**src/rtl/aes_decrypt_core.sv**
```systemverilog
// Word-serial inverse of the XOR-based AES encryption path: plaintext = ciphertext XOR key,
// one 32-bit word per cycle, result held on a valid/ready handshake.
module aes_decrypt_core (
    input  logic         clk,
    input  logic         rst,
    input  logic         start,
    input  logic [127:0] ciphertext,
    input  logic [127:0] key,
    output logic [127:0] plaintext,
    output logic         out_valid,
    input  logic         out_ready,
    output logic         busy,
    output logic         overrun
);

    typedef enum logic [1:0] {
        IDLE = 2'd0,
        RUN  = 2'd1,
        HOLD = 2'd2
    } state_t;

    state_t       state, state_nxt;
    logic [1:0]   cnt;
    logic [127:0] ct_reg;
    logic [127:0] key_reg;

    always_ff @(posedge clk or posedge rst) begin
        if (rst)
            state <= IDLE;
        else
            state <= state_nxt;
    end

    always_comb begin
        state_nxt = state;
        case (state)
            IDLE:    if (start) state_nxt = RUN;
            RUN:     if (cnt == 2'd3) state_nxt = HOLD;
            HOLD:    if (out_ready) state_nxt = IDLE;
            default: state_nxt = IDLE;
        endcase
    end

    // Any start seen outside IDLE is rejected, including one coinciding with the handoff.
    always_ff @(posedge clk or posedge rst) begin
        if (rst) begin
            cnt       <= 2'd0;
            ct_reg    <= '0;
            key_reg   <= '0;
            plaintext <= '0;
            overrun   <= 1'b0;
        end else begin
            overrun <= start && (state != IDLE);
            case (state)
                IDLE: begin
                    if (start) begin
                        ct_reg  <= ciphertext;
                        key_reg <= key;
                        cnt     <= 2'd0;
                    end
                end
                RUN: begin
                    plaintext[{cnt, 5'b0} +: 32] <= ct_reg[{cnt, 5'b0} +: 32] ^ key_reg[{cnt, 5'b0} +: 32];
                    cnt <= cnt + 2'd1;
                end
                default: ;
            endcase
        end
    end

    assign busy      = (state != IDLE);
    assign out_valid = (state == HOLD);

endmodule
```
**config.mk**
```make
export PLATFORM = sky130hd
export DESIGN_NAME = aes_decrypt_core
export DESIGN_NICKNAME = d
export VERILOG_FILES = /design/src/rtl/aes_decrypt_core.sv
export SDC_FILE = /design/constraint.sdc
export NUM_CORES = 1
export LEC_CHECK = 0
export CORE_ASPECT_RATIO = 0.6
export CORE_MARGIN = 4
export CORE_UTILIZATION = 54
export DETAILED_ROUTE_END_ITERATION = 7
export PLACE_DENSITY = 0.86
export REMOVE_ABC_BUFFERS = 1
export SYNTH_ARGS = -nofsm -noshare
export SYNTH_HDL_FRONTEND = slang
export SYNTH_SLANG_ARGS = --single-unit
```
**constraint.sdc**
```tcl
create_clock -name clk -period 22.5 [get_ports clk]
set_input_delay 4.5 -clock clk [delete_from_list [all_inputs] [get_ports clk]]
set_output_delay 4.5 -clock clk [all_outputs]
set_load 0.03 [all_outputs]
```
==> flow_summary.json <==
{
  "status": "completed",
  "power_uw": 3040,
  "die_h_um": 143,
  "fin_crit_sh_pct": 33.0,
  "htree_levels": 2,
  "num_io_pins": 391,
  "hp-class": "reg -> reg",
  "hold_violations": 0,
  "utilization_pct": 71.8,
  "port_buffers": 390,
  "crit_path_max_incr_delay_ns": 0.98,
  "via_count": 10500,
  "synth_area_leader_cell": "dfrtp_1",
  "dp_hpwl_um": 28300,
  "synth_area_leaders": "dfrtp_1, mux2_1, mux2i_1, xnor2_1, xor2_1",
  "grt_max_degree": 159,
  "grt_pass1_vias": 11400,
  "wl_per_cell_um": 22.0,
  "cp_cell_sequence": "clkdlybuf4s50_1 -> inv_1 -> nor2_8 -> buf_4 -> buf_4 -> mux2_2",
  "critPathBufInv": 4,
  "synth-async-reset-ratio_pct": 100,
  "finalSetupViolations": 0,
  "fin_area_um2": 21600,
  "synth-seq-area-share_pct": 59.1,
  "num_rows": 49,
  "synth-edff-count": 0,
  "r2r_setup_slack_ns": 18.97,
  "cts_root_buf": "clkbuf_16",
  "final_cell_mix": "clkdlybuf4s50_1, dfrtp_1, mux2_1",
  "die_width_um": 234,
  "rsz0062_at_grt": "no",
  "synth.avg_cell_area_um2": 15.1,
  "cts_setup_buffers": 0,
  "power_leakage_uw": 0.00934,
  "routed_wl_um": 41800,
  "dr.pass1.iters": 4,
  "synthesis.instances": 1093,
  "routed_via_density": 5.50,
  "r2r_end": "ct_reg[13]$_DFFE_PP0P_",
  "yosys.area.top_type_share_pct": 59.1,
  "drtAntennaViolNets": 0,
  "period_minus_slack_ns": 7.42,
  "grt_pass1_wl_um": 63900,
  "ctsResizeCount": 0,
  "max_freq_ghz": 0.135,
  "yosys_warnings": 0,
  "crit_slowest_cell": "buf_4",
  "path_delay_family": "buffers and inverters",
  "overflow": 0,
  "cts_buffers": 37,
  "drc": 0,
  "setup.worst_path.end": "ct_reg[13]$_DFFE_PP0P_",
  "core_area_um2": 30000,
  "crit_cells": 6,
  "area_delta_synth_final_pct": 30.9,
  "placed_cell_area_um2": 20300,
  "syn_area_um2": 16500,
  "clock_latency_ns": 0.52,
  "cp_common_cell": "buf_4",
  "reg2reg_depth": 5,
  "r2r-start": "state[1]$_DFFE_PP0P_",
  "critPathRequiredTime_ns": 22.90,
  "antenna_found_initial": 3,
  "layout_commonest_cell": "clkdlybuf4s50_1",
  "die-area_um2": 33500,
  "p_per_area_nw_per_um2": 141,
  "drive_gt1_share_pct": 7.69,
  "vdd_drop_max_mv": 0.0905,
  "crit_path_start": "start",
  "drv_slew": 0,
  "postCtsHoldBufs": 0,
  "path_clk_slew_ns": 0.07,
  "start_kind": "primary input",
  "cts_tree": "done",
  "ys_ff_latch": 389,
  "fin_skew_ns": 0.0136,
  "slew_headroom_pct": 21.3,
  "drt_iter0_drc": 626,
  "worstSetupPathType": "in -> reg",
  "cp_max_fo": 89,
  "synth_cell_types": 32,
  "gr-usage-all-layers_pct": 24.6,
  "place_congestion": 0.822,
  "finalSetupTns_ns": 0,
  "nNetsFinal": 1734,
  "worstPathArrival_ns": 7.83,
  "worst_setup_path_end_kind": "register",
  "synth-main-ff-cell": "dfrtp_1",
  "drv_cap": 0,
  "worst_pin_slew_ns": 1.18,
  "cts_sinks": 389,
  "start_util_pct": 54.9,
  "clk_path_buf_depth": 3
}
==> report_power, final <==
part	switching [µW]	leakage [µW]	internal (µW)
Combinational	615	0.00389	574
Clock	261	0.000626	385
Sequential	204	0.00482	1000
==> tightest hold or removal path, cell delays in order, from the launching register on <==
cell and delay [ns]:
dfrtp_1 0.34, nand2_1 0.05, o21ai_0 0.06
==> kinds of logic (layout without fill, tap and decap cells) <==
| family | Yosys count | count (layout) | synth area share [%] |
|---|---|---|---|
| other cells | 0 | 3 | 0 |
| compound gates | 131 | 131 | 6.45 |
| simple gates | 48 | 48 | 1.46 |
| mux | 322 | 322 | 21.5 |
| flops | 389 | 389 | 59.1 |
| xor+xnor | 128 | 128 | 6.80 |
| fa+ha+maj | 4 | 4 | 0.304 |
| buf+inv | 71 | 473 | 4.43 |
==> through the flow <==
| stage | hold slack (ns) | instances | worst slack (ns) |
|---|---|---|---|
| after detailed placement | 0.470 | 1839 | 14.49 |
| after floorplan | 0.478 | 1028 | 7.19 |
| after CTS | 0.483 | 1903 | 15.05 |
| after global placement | 0.461 | 1839 | 14.56 |
| after global routing | 0.515 | 1904 | 14.66 |
| final | 0.482 | 1906 | 15.08 |
==> worst min path at each step <==
stage / start / to / slack (ns) / cells after the start
after floorplan: key_reg[0]$_DFFE_PP0P_ / key_reg[0]$_DFFE_PP0P_ / 0.48 / 1
final: plaintext[8]$_DFFE_PP0P_ / plaintext[8]$_DFFE_PP0P_ / 0.48 / 2
after global routing: plaintext[69]$_DFFE_PP0P_ / plaintext[69]$_DFFE_PP0P_ / 0.52 / 1
after CTS: plaintext[23]$_DFFE_PP0P_ / plaintext[23]$_DFFE_PP0P_ / 0.48 / 2
after global placement: plaintext[3]$_DFFE_PP0P_ / plaintext[3]$_DFFE_PP0P_ / 0.46 / 2
after detailed placement: plaintext[23]$_DFFE_PP0P_ / plaintext[23]$_DFFE_PP0P_ / 0.47 / 2
==> synthesized netlist by cell type (11+ instances only) <==
| cell type | instances |
|---|---|
| buf_2 | 13 |
| a32o_1 | 32 |
| xnor2_1 | 64 |
| clkbuf_1 | 16 |
| nand2_1 | 35 |
| xor2_1 | 64 |
| buf_12 | 22 |
| o21ai_0 | 27 |
| mux2i_1 | 65 |
| dfrtp_1 | 389 |
| mux2_1 | 220 |
| o2bb2ai_1 | 32 |
| buf_6 | 11 |
| a22o_1 | 33 |
| mux2_2 | 37 |
==> layer usage <==
metal  track usage (%)  vias to the layer above  share of wire (%)  wire, µm
met3              6.60                       79                7.3      3050
met5                 0                        -              0.053        22
met2              40.5                      325                 48     20000
li1                  -                     4637                  -         -
met4              7.00                        4                2.5      1060
met1              32.6                     5433                 42     17700
==> area by class of cell <==
cell class	count	area (µm²)
sequential	389	9730
antenna	3	7.51
timing repair buffer	403	4000
clock buffer	52	1090
inverter	6	32.5
clock inverter	12	164
multi-input combinational	633	6030
fill	1980	8470
tap	408	510
No activity file was read; power rests on OpenSTA's default activity.
